File: src/rtl/walksat_step_controller_if.sv
// -----------------------------------------------------------------------------
// walksat_step_controller_if
// Handshake and control-bus bundle between the WalkSAT step controller and its
// environment (clause selector, variable table, clause/variable/FIFO datapath).
//
// Signals:
//   start            run request (environment -> controller)
//   max_flips        flip budget, 0 = unlimited (environment -> controller)
//   ucs_valid        unsat-clause selector response valid
//   unsat_empty      with ucs_valid: no unsat clause remains
//   control_signal_o datapath control bus (controller -> datapath)
//   lit_idx          literal index being read/evaluated
//   flip_count       flips completed in the current run
//   busy / done      activity flag / one-cycle completion pulse
//   sat_found        run result, valid from done
//   timeout_err      SELECT watchdog fired
//
// Modports: master = controller side, slave = environment side.
// -----------------------------------------------------------------------------
interface walksat_step_controller_if #(
  parameter int K      = 3,
  parameter int FLIP_W = 16,
  parameter int CTRL_W = 14
);
  localparam int LIT_W = (K > 1) ? $clog2(K) : 1;

  logic              start;
  logic [FLIP_W-1:0] max_flips;
  logic              ucs_valid;
  logic              unsat_empty;
  logic [CTRL_W-1:0] control_signal_o;
  logic [LIT_W-1:0]  lit_idx;
  logic [FLIP_W-1:0] flip_count;
  logic              busy;
  logic              done;
  logic              sat_found;
  logic              timeout_err;

  modport master (
    input  start, max_flips, ucs_valid, unsat_empty,
    output control_signal_o, lit_idx, flip_count, busy, done, sat_found,
           timeout_err
  );

  modport slave (
    output start, max_flips, ucs_valid, unsat_empty,
    input  control_signal_o, lit_idx, flip_count, busy, done, sat_found,
           timeout_err
  );
endinterface

File: src/rtl/walksat_step_controller.sv
// -----------------------------------------------------------------------------
// walksat_step_controller
// Sequences one WalkSAT flip per iteration: select an unsat clause, read its K
// literals from the variable table, evaluate/count/gather, flip the chosen
// variable. Loops until the selector reports no unsat clause (SAT) or the flip
// budget is spent.
//
// Ports:
//   clk  - system clock, rising edge
//   rst  - synchronous active-high reset
//   bus  - walksat_step_controller_if.master (handshake + control bus)
//
// Optional build macro WSC_TIMEOUT_EN: adds a SELECT watchdog of TIMEOUT cycles
// that ends the run with timeout_err=1. Without it SELECT waits forever and
// timeout_err is tied low.
//
// control_signal_o is a registered decode of the next state, so the bits for
// a state are present during the first cycle spent in that state.
// -----------------------------------------------------------------------------
module walksat_step_controller #(
  parameter int K       = 3,
  parameter int FLIP_W  = 16,
  parameter int VT_LAT  = 1,
  parameter int CTRL_W  = 14,
  parameter int TIMEOUT = 255
) (
  input  logic                       clk,
  input  logic                       rst,
  walksat_step_controller_if.master  bus
);
  localparam int LIT_W   = (K > 1) ? $clog2(K) : 1;
  localparam int DWELL_W = (VT_LAT > 1) ? $clog2(VT_LAT) : 1;

  // Fixed control words (bit map: [13] CR_WR_EN, [12:11] ATT_SRC,
  // [10] VT_ADDR_SRC, [9] VT_EN, [8] VT_WR_EN, [7:6] VFS_WR_EN,
  // [5] CFLB_WR_EN, [4:3] TB_WR_INDEX, [2] FIFO_WR_EN, [1] FIFO_RD_EN,
  // [0] UCS_REQUEST)
  localparam logic [CTRL_W-1:0] C_SELECT   = CTRL_W'(14'b10000000000001);
  localparam logic [CTRL_W-1:0] C_READ_VAR = CTRL_W'(14'b00001000001000);
  localparam logic [CTRL_W-1:0] C_EVAL     = CTRL_W'(14'b00000001110000);
  localparam logic [CTRL_W-1:0] C_GATHER   = CTRL_W'(14'b00000000000100);
  localparam logic [CTRL_W-1:0] C_SEL_AGN  = CTRL_W'(14'b00000000000010);
  localparam logic [CTRL_W-1:0] C_FLIP     = CTRL_W'(14'b00011100000000);

  typedef enum logic [3:0] {
    S_IDLE, S_LOAD, S_SELECT, S_READ_CLAUSE, S_READ_VAR, S_EVAL,
    S_COUNT, S_GATHER, S_SELECT_AGAIN, S_FLIP, S_DONE
  } state_t;

  state_t              r_state;
  logic [CTRL_W-1:0]   r_ctrl;
  logic [LIT_W-1:0]    r_lit;
  logic [DWELL_W-1:0]  r_dwell;
  logic [FLIP_W-1:0]   r_flips;
  logic [FLIP_W-1:0]   r_budget;
  logic                r_sat;
  logic                r_busy;
  logic                r_done;

  state_t              w_state_nxt;
  logic [LIT_W-1:0]    w_lit_nxt;
  logic [DWELL_W-1:0]  w_dwell_nxt;
  logic [FLIP_W-1:0]   w_flips_nxt;
  logic [FLIP_W-1:0]   w_budget_nxt;
  logic [FLIP_W-1:0]   w_flip_inc;
  logic                w_sat_nxt;
  logic                w_sel_expired;

  // Control word for a state; READ_VAR carries the literal slot on ATT_SRC.
  function automatic logic [CTRL_W-1:0] f_ctrl(input state_t s,
                                               input logic [LIT_W-1:0] lit);
    logic [1:0] att;
    att = 2'(lit);
    case (s)
      S_SELECT:       f_ctrl = C_SELECT;
      S_READ_VAR:     f_ctrl = C_READ_VAR | CTRL_W'({att, 11'b0});
      S_EVAL:         f_ctrl = C_EVAL;
      S_GATHER:       f_ctrl = C_GATHER;
      S_SELECT_AGAIN: f_ctrl = C_SEL_AGN;
      S_FLIP:         f_ctrl = C_FLIP;
      default:        f_ctrl = {CTRL_W{1'b0}};
    endcase
  endfunction

`ifdef WSC_TIMEOUT_EN
  localparam int TMO_W = $clog2(TIMEOUT + 1);
  logic [TMO_W-1:0] r_sel_cnt;
  logic             r_tmo;

  // Counts cycles spent waiting in SELECT; last waiting cycle is TIMEOUT-1.
  assign w_sel_expired = (r_sel_cnt == TMO_W'(TIMEOUT - 1));

  // SELECT watchdog counter and sticky timeout flag.
  always_ff @(posedge clk) begin
    if (rst) begin
      r_sel_cnt <= {TMO_W{1'b0}};
      r_tmo     <= 1'b0;
    end else begin
      if (r_state == S_SELECT && w_state_nxt == S_SELECT) begin
        r_sel_cnt <= r_sel_cnt + TMO_W'(1);
      end else begin
        r_sel_cnt <= {TMO_W{1'b0}};
      end
      if (r_state == S_IDLE && bus.start) begin
        r_tmo <= 1'b0;
      end else if (r_state == S_SELECT && !bus.ucs_valid && w_sel_expired) begin
        r_tmo <= 1'b1;
      end else begin
        r_tmo <= r_tmo;
      end
    end
  end

  assign bus.timeout_err = r_tmo;
`else
  assign w_sel_expired   = 1'b0;
  // TIMEOUT only matters when the watchdog is built in.
  assign bus.timeout_err = 1'b0 & (TIMEOUT != 0);
`endif

  // Next-state and datapath-register logic.
  always_comb begin
    w_state_nxt  = r_state;
    w_lit_nxt    = r_lit;
    w_dwell_nxt  = r_dwell;
    w_flips_nxt  = r_flips;
    w_budget_nxt = r_budget;
    w_sat_nxt    = r_sat;
    // Saturating increment keeps the counter pinned at all-ones.
    if (&r_flips) begin
      w_flip_inc = r_flips;
    end else begin
      w_flip_inc = r_flips + FLIP_W'(1);
    end
    case (r_state)
      S_IDLE: begin
        if (bus.start) begin
          w_state_nxt = S_LOAD;
          w_flips_nxt = {FLIP_W{1'b0}};
          w_sat_nxt   = 1'b0;
        end else begin
          w_state_nxt = S_IDLE;
        end
      end
      S_LOAD: begin
        w_budget_nxt = bus.max_flips;
        w_state_nxt  = S_SELECT;
      end
      S_SELECT: begin
        if (bus.ucs_valid) begin
          if (bus.unsat_empty) begin
            w_state_nxt = S_DONE;
            w_sat_nxt   = 1'b1;
          end else begin
            // Literal walk restarts as the clause is entered.
            w_state_nxt = S_READ_CLAUSE;
            w_lit_nxt   = {LIT_W{1'b0}};
            w_dwell_nxt = {DWELL_W{1'b0}};
          end
        end else if (w_sel_expired) begin
          w_state_nxt = S_DONE;
          w_sat_nxt   = 1'b0;
        end else begin
          w_state_nxt = S_SELECT;
        end
      end
      S_READ_CLAUSE: begin
        w_state_nxt = S_READ_VAR;
      end
      S_READ_VAR: begin
        // Each literal is held for VT_LAT cycles to cover table latency.
        if (r_dwell == DWELL_W'(VT_LAT - 1)) begin
          w_dwell_nxt = {DWELL_W{1'b0}};
          if (r_lit == LIT_W'(K - 1)) begin
            w_state_nxt = S_EVAL;
          end else begin
            w_lit_nxt   = r_lit + LIT_W'(1);
          end
        end else begin
          w_dwell_nxt = r_dwell + DWELL_W'(1);
        end
      end
      S_EVAL:         w_state_nxt = S_COUNT;
      S_COUNT:        w_state_nxt = S_GATHER;
      S_GATHER:       w_state_nxt = S_SELECT_AGAIN;
      S_SELECT_AGAIN: w_state_nxt = S_FLIP;
      S_FLIP: begin
        w_flips_nxt = w_flip_inc;
        if (r_budget != {FLIP_W{1'b0}} && w_flip_inc == r_budget) begin
          w_state_nxt = S_DONE;
          w_sat_nxt   = 1'b0;
        end else begin
          w_state_nxt = S_SELECT;
        end
      end
      S_DONE:  w_state_nxt = S_IDLE;
      default: w_state_nxt = S_IDLE;
    endcase
  end

  // State register with registered outputs decoded from the next state.
  always_ff @(posedge clk) begin
    if (rst) begin
      r_state  <= S_IDLE;
      r_ctrl   <= {CTRL_W{1'b0}};
      r_lit    <= {LIT_W{1'b0}};
      r_dwell  <= {DWELL_W{1'b0}};
      r_flips  <= {FLIP_W{1'b0}};
      r_budget <= {FLIP_W{1'b0}};
      r_sat    <= 1'b0;
      r_busy   <= 1'b0;
      r_done   <= 1'b0;
    end else begin
      r_state  <= w_state_nxt;
      r_ctrl   <= f_ctrl(w_state_nxt, w_lit_nxt);
      r_lit    <= w_lit_nxt;
      r_dwell  <= w_dwell_nxt;
      r_flips  <= w_flips_nxt;
      r_budget <= w_budget_nxt;
      r_sat    <= w_sat_nxt;
      r_busy   <= (w_state_nxt != S_IDLE);
      r_done   <= (w_state_nxt == S_DONE);
    end
  end

  assign bus.control_signal_o = r_ctrl;
  assign bus.lit_idx          = r_lit;
  assign bus.flip_count       = r_flips;
  assign bus.busy             = r_busy;
  assign bus.done             = r_done;
  assign bus.sat_found        = r_sat;
endmodule

File: src/flat_wrapper.sv
// flat-port wrapper written by rule: the top's interface ports become plain ports
module walksat_step_controller_flat 
#(
  parameter int K       = 3,
  parameter int FLIP_W  = 16,
  parameter int VT_LAT  = 1,
  parameter int CTRL_W  = 14,
  parameter int TIMEOUT = 255
)
  (clk, rst, bus_start, bus_max_flips, bus_ucs_valid, bus_unsat_empty, bus_control_signal_o, bus_lit_idx, bus_flip_count, bus_busy, bus_done, bus_sat_found, bus_timeout_err);
  walksat_step_controller_if #(.K(K), .FLIP_W(FLIP_W), .CTRL_W(CTRL_W)) bus_i ();
  input  logic clk;
  input  logic rst;
  input wire logic [$bits(bus_i.start)-1:0] bus_start;
  input wire logic [$bits(bus_i.max_flips)-1:0] bus_max_flips;
  input wire logic [$bits(bus_i.ucs_valid)-1:0] bus_ucs_valid;
  input wire logic [$bits(bus_i.unsat_empty)-1:0] bus_unsat_empty;
  output wire logic [$bits(bus_i.control_signal_o)-1:0] bus_control_signal_o;
  output wire logic [$bits(bus_i.lit_idx)-1:0] bus_lit_idx;
  output wire logic [$bits(bus_i.flip_count)-1:0] bus_flip_count;
  output wire logic [$bits(bus_i.busy)-1:0] bus_busy;
  output wire logic [$bits(bus_i.done)-1:0] bus_done;
  output wire logic [$bits(bus_i.sat_found)-1:0] bus_sat_found;
  output wire logic [$bits(bus_i.timeout_err)-1:0] bus_timeout_err;
  assign bus_i.start = bus_start;
  assign bus_i.max_flips = bus_max_flips;
  assign bus_i.ucs_valid = bus_ucs_valid;
  assign bus_i.unsat_empty = bus_unsat_empty;
  assign bus_control_signal_o = bus_i.control_signal_o;
  assign bus_lit_idx = bus_i.lit_idx;
  assign bus_flip_count = bus_i.flip_count;
  assign bus_busy = bus_i.busy;
  assign bus_done = bus_i.done;
  assign bus_sat_found = bus_i.sat_found;
  assign bus_timeout_err = bus_i.timeout_err;
  walksat_step_controller #(.K(K), .FLIP_W(FLIP_W), .VT_LAT(VT_LAT), .CTRL_W(CTRL_W), .TIMEOUT(TIMEOUT)) u_core (.clk(clk), .rst(rst), .bus(bus_i));
endmodule
File: config.mk
export PLATFORM = sky130hd
export DESIGN_NAME = walksat_step_controller_flat
export DESIGN_NICKNAME = d
export VERILOG_FILES = /design/src/rtl/walksat_step_controller_if.sv /design/src/rtl/walksat_step_controller.sv /design/src/flat_wrapper.sv
export SDC_FILE = /design/constraint.sdc
export NUM_CORES = 1
export LEC_CHECK = 0
export CORE_ASPECT_RATIO = 1.4
export CORE_MARGIN = 2
export CORE_UTILIZATION = 40
export DETAILED_ROUTE_END_ITERATION = 12
export GPL_ROUTABILITY_DRIVEN = 1
export PLACE_DENSITY = 0.67
export SLEW_MARGIN = 20
export SYNTH_ARGS = -nofsm -noshare
export SYNTH_HDL_FRONTEND = slang
export SYNTH_SLANG_ARGS = --single-unit
File: constraint.sdc
create_clock -name clk -period 6.55 [get_ports clk]
set_input_delay 1.6375 -clock clk [delete_from_list [all_inputs] [get_ports clk]]
set_output_delay 1.6375 -clock clk [all_outputs]
set_load 0.01 [all_outputs]
---- After elaboration in Yosys (flattened, before gate mapping) ----
Index checks and enable logic that the tools add are counted.
operators by class
  add/subtract/negate cells ............... 3
  equality and inequality tests ........... 23
  mux-type cells .......................... 25
  reduce and logical (&&, ||, !) cells .... 11
operators with widths
  kind                                            number
  case mux 14 bit (6 select lines)                1
  case mux 4 bit (10 select lines)                1
  two-way mux 16 bit                              2
  case mux 16 bit (2 select lines)                1
  == test 4 x 3 -> 1 bit (second input constant)  7
  == test 4 bit (second input constant)           5
  two-way mux 4 bit                               5
  adder 16 x 1 -> 16 bit (second input constant)  1
  == test 16 bit                                  1
  AND reduction 16 bit                            1
  nonzero test 16 bit                             1
  == test 4 x 2 -> 1 bit (second input constant)  3
  two-way mux 1 bit                               8
  two-way mux 2 bit                               4
  inequality test 2 bit (second input constant)   4
  AND reduction 5 bit                             1
  == test 4 x 1 -> 1 bit (second input constant)  1
  zero test 4 bit                                 1
  case mux 2 bit (2 select lines)                 1
  nonzero test 2 bit                              2
  nonzero test 4 bit                              1
  case mux 1 bit (3 select lines)                 1
  AND reduction 3 bit                             1
  nonzero test 3 bit                              1
  other kinds (7)                                 7
storage, ports and cells
  flip-flop bits (word level) ............. 56
  input port bits ......................... 21
  output and inout port bits .............. 36
  word-level logic and storage cells ...... 71

---- Longest topological paths before layout ----
  word-level depth ........................ 8
  mapped depth ............................ 9
  gate-level depth less buffers ........... 8

---- Least setup slack after synthesis ----
OpenSTA, ideal clock, no wires.
  path kind ............................... flip-flop to flip-flop
  start point ............................. register u_core.r_flips[5] (netlist: u_core.bus.flip_count[5])
  end point ............................... register u_core.r_sat (netlist: u_core.bus.sat_found)
  setup time .............................. 114 ps
  arrival time ............................ 2558 ps
  required time ........................... 6436 ps
  setup slack ............................. 3878 ps
  stages on the path, launching flop included .. 9
  buffers on the path ..................... 1
  period minus slack after synthesis ...... 2672 ps
  cells stage by stage .................... dfxtp_1 buf_2 nand3_2 nor4_1 xor2_1 a2111oi_2 o2111ai_1 or4_4 a21o_1
between the ends
  cells in the longest elaborated chain, start to end .. 6
  elaborated cells between the ends (all ways) .. 7
  classes of those cells .................. add/sub (1); eq/ne (2); mux (1); reduce/logical (3)
ends and longest elaborated chain
  element                                                         RTL line                                                        RTL
  start: declaration                                              walksat_step_controller.sv:54                                   logic [FLIP_W-1:0] r_flips;
  start signal: assignment                                        walksat_step_controller.sv:208                                  r_flips <= {FLIP_W{1'b0}};
  start signal: assignment                                        walksat_step_controller.sv:218                                  r_flips <= w_flips_nxt;
  adder 16 x 1 -> 16 bit or AND reduction 16 bit (tied branches)  walksat_step_controller.sv:133, walksat_step_controller.sv:130
  two-way mux 16 bit (*)                                          walksat_step_controller.sv:130                                  if (&r_flips) begin
  == test 16 bit (*)                                              walksat_step_controller.sv:189                                  if (r_budget != {FLIP_W{1'b0}} && w_flip_inc == r_budget) begin
  logical AND 1 bit (*)                                           walksat_step_controller.sv:189
  inequality test 2 x 1 -> 1 bit (no source line) (*)             n/a
  AND reduction 5 bit (no source line) (*)                        n/a
  end signal: assignment                                          walksat_step_controller.sv:220                                  r_sat <= w_sat_nxt;
  end: declaration                                                walksat_step_controller.sv:56                                   logic r_sat;
Every way passes the cells marked *; elsewhere a longest branch is shown, timed or not.
A chain may end at the register's enable or synchronous reset.

---- Final worst setup path ----
  start point ............................. register u_core.r_flips[4] (netlist: u_core.bus.flip_count[4])
  end point ............................... output port bus_flip_count[4]
RTL lines
  element           RTL line            RTL
  end: declaration  flat_wrapper.sv:20  output wire logic [$bits(bus_i.flip_count)-1:0] bus_flip_count;
No word-level cell between the ends.

==> results_dict.tcl <==
set metrics [dict create \
    synth_ff_type "dfxtp_1" \
    irDropWorstVdd_uv 197.5 \
    seq_area_frac_synth_pct 32.26 \
    synthSimpleGateAreaFrac_pct 32.70 \
    wl_per_cell_microns 16.40 \
    numClockSinks 50 \
    synth_cell_types 70 \
    path_delay_family "flip-flops" \
    r2r-start "u_core.bus.flip_count[11]" \
    initial_core_util_pct 40.54 \
    synth-xor-area-share_pct 3.387 \
    synth.mux.area_fraction_pct 0.9677 \
    run_status "completed" \
    postCtsSetupBuffers 0 \
    dieArea_sq_mm 0.008488 \
    netlist_instances 405 \
    worstPathCellList "clkdlybuf4s50_1" \
    grt_usage_pct 21.04 \
    synth_compound_area_share_pct 22.54 \
    fmax_mhz 307.6 \
    synth_fa_ha_area_share_pct 1.210 \
    clk_transition_reported_paths_ns 0.10 \
    synth_top_family_by_area "simple AND/OR/NAND/NOR gates" \
    drv_cap 0 \
    layout.cells.non_filler 537 \
    die_h_microns 108.2 \
    clk_latency_ns 0.32 \
    grt_antenna_before_repair 0 \
    port_buffers 54 \
    hold_viol_final 0 \
    cts_resized 0 \
    path_max_fanout 11 \
    first_pass_iters 5 \
    nFillCells 753 \
    worstSetupEndpointType "output pin" \
    p_leak_nw 1.268 \
    crit_path_start "u_core.bus.flip_count[4]" \
    fin_crit_sh_pct 49.63 \
    yosysTopAreaCell "dfxtp_1" \
    synth-edff-count 0 \
    antenna_left 0 \
    multi_input_area_sq_mm 0.001894 \
    final_max_slew_viol_count 0 \
    grt_max_degree 52 \
    yosysTopAreaCellShare_pct 32.26 \
    yosys_warnings 0 \
    synthTopCellsByArea "dfxtp_1, a21oi_1, nand2_1, o21ai_0, nor2_1" \
    coreArea_sq_mm 0.007655 \
    min_path_type "reg -> reg" \
    rsz0062_at_grt "no" \
    powerDensity_mw_per_mm2 172.7 \
    cts_tree "done" \
    worst_pin_slew_ns 0.7964 \
    area_delta_synth_final_pct 19.48 \
    initialDrtViolationCount 226 \
    wl_mm 8.805 \
    cts_root_buf "clkbuf_8" \
    cp.required_ns 4.91 \
    skew_ns 0.007210 \
    cts.path.max_buffers 2 \
    synth_common_cells "nand2_1, dfxtp_1, a21oi_1" \
    crit_buf_inv 1 \
    synth_area_sq_mm 0.003103 \
    max_stage_delay_ns 0.66 \
    drive_gt1_share_pct 6.865 \
    antenna_cells 0 \
    ios 57 \
    setup-violations-final 0 \
    viasPerCell 5.750 \
    row_count 38 \
    seqCellArea_sq_mm 0.001001 \
    place_hpwl_mm 6.585 \
    cp-start-kind "flop" \
    holdCritStartpoint "u_core.r_budget[13]" \
    vias 3088 \
    fin_nets 460 \
    synth.most_common_cell "nand2_1" \
    die_w_microns 78.44 \
    slew_headroom_pct 46.79 \
    gp_congestion 0.9102 \
    drc_errors 0 \
    cp.arrival_ns 1.61 \
    grt_pass1_vias 2941 \
    critPathKind "reg -> out" \
    fin_crit_ns 3.251 \
    cts-buffers-inserted 5 \
    placedCellCount 529 \
    holdBufCountCts 0 \
    synth_seq_cells 50 \
    async_flop_share_pct 0 \
    grt_pass1_wl_mm 14.12 \
    htree_levels 2 \
    synth.avg_cell_area_sq_um 7.662 \
    grt.overflow.total 0 \
    setup-tns-final_ns 0 \
    crit_slowest_cell "dfxtp_1" \
]
-- per-stage QoR --
stage               area, sq um  utilization, %  worst slack (ns)  total power [mW]  hold slack, ns
global placement           3613           47.21             2.785            0.4527          0.4705
detailed placement         3613           47.21             2.637            0.4556          0.4844
CTS                        3707           48.43             2.982            0.6462          0.4977
finish                     3707           48.43             3.299            0.6403          0.4925
floorplan                  3107               -             3.878            0.4156          0.4490
global route               3707           48.43             3.193            0.6714          0.5235
-- path summary, 6_finish.rpt --
kind / end / slack, ns / cells past startpoint
setup / recovery: bus_flip_count[4] / 3.30 / 1
hold reg to reg: u_core.r_budget[13] / 0.49 / 2
hold / removal: u_core.r_budget[13] / 0.49 / 2
setup reg to reg: u_core.bus.sat_found / 3.33 / 7
-- cells by family (layout without fill, tap and decap cells) --
logic type | after synthesis | in the layout
DFF | 50 | 50
buffers and inverters | 43 | 74
adders and majority gates | 3 | 3
and+or+nand+nor | 184 | 184
AOI/OAI and AO/OA | 109 | 109
muxes | 3 | 3
xor gates and xnor gates | 12 | 12
other | 1 | 2
-- area by class of cell --
class / instances / share of cell area (%)
Tap cell: 100 / 3.375
Clock buffer: 5 / 1.856
Timing Repair Buffer: 56 / 14.98
Sequential cell: 50 / 27.00
Multi-Input combinational cell: 313 / 51.10
Inverter: 10 / 1.012
Clock inverter: 3 / 0.6750
-- state kept, by name (all words and copies together), names as in the netlist --
register,count
u_core.bus.lit_idx,2
u_core.bus.done,1
u_core.bus.busy,1
u_core.bus.control_signal_o,9
u_core.bus.flip_count,16
u_core.bus.sat_found,1
u_core.r_budget,16
u_core.r_state,4
-- power by group --
group	internal, mW	switching, mW
Combinational	0.0518	0.0607
Clock	0.0773	0.114
Sequential	0.317	0.0198
Total	0.446	0.194
-- routing by layer --
layer  wire length, microns  share of wire (%)  up-vias  global-route usage, %
met3                    430                4.9       22                  3.589
met2                   4641                 53       95                  38.67
li1                       -                  -     1516                      -
met5                      0                  0        -                      0
met4                    289                3.3        0                  10.78
met1                   3443                 39     1455                  23.01
-- cells in the final DEF, fill, tap and decap left out, drive strengths merged, types with 3 or more instances in the layout --
cell type / n
nand2: 56
clkdlybuf4s50: 54
dfxtp: 50
a21oi: 43
nor2: 31
o21ai: 23
nor3: 20
nor4: 12
nand3: 12
inv: 11
nand4: 9
nor2b: 7
xor2: 6
or3: 6
xnor2: 6
nand2b: 5
clkbuf: 5
o22ai: 4
and3: 4
and2: 4
a211oi: 4
and4: 4
nor3b: 3
o2111ai: 3
mux2i: 3
nand3b: 3
ha: 3
or4: 3
-- worst register-to-register path: stages (launching register included) --
cell and delay, ns:
dfxtp_1 0.66, nand2_1 0.22, nor4_1 0.65, xor2_1 0.24, a2111oi_2 0.40, o2111ai_1 0.16
or4_4 0.60, a21o_1 0.19
Power figures use the tool's default switching activity.
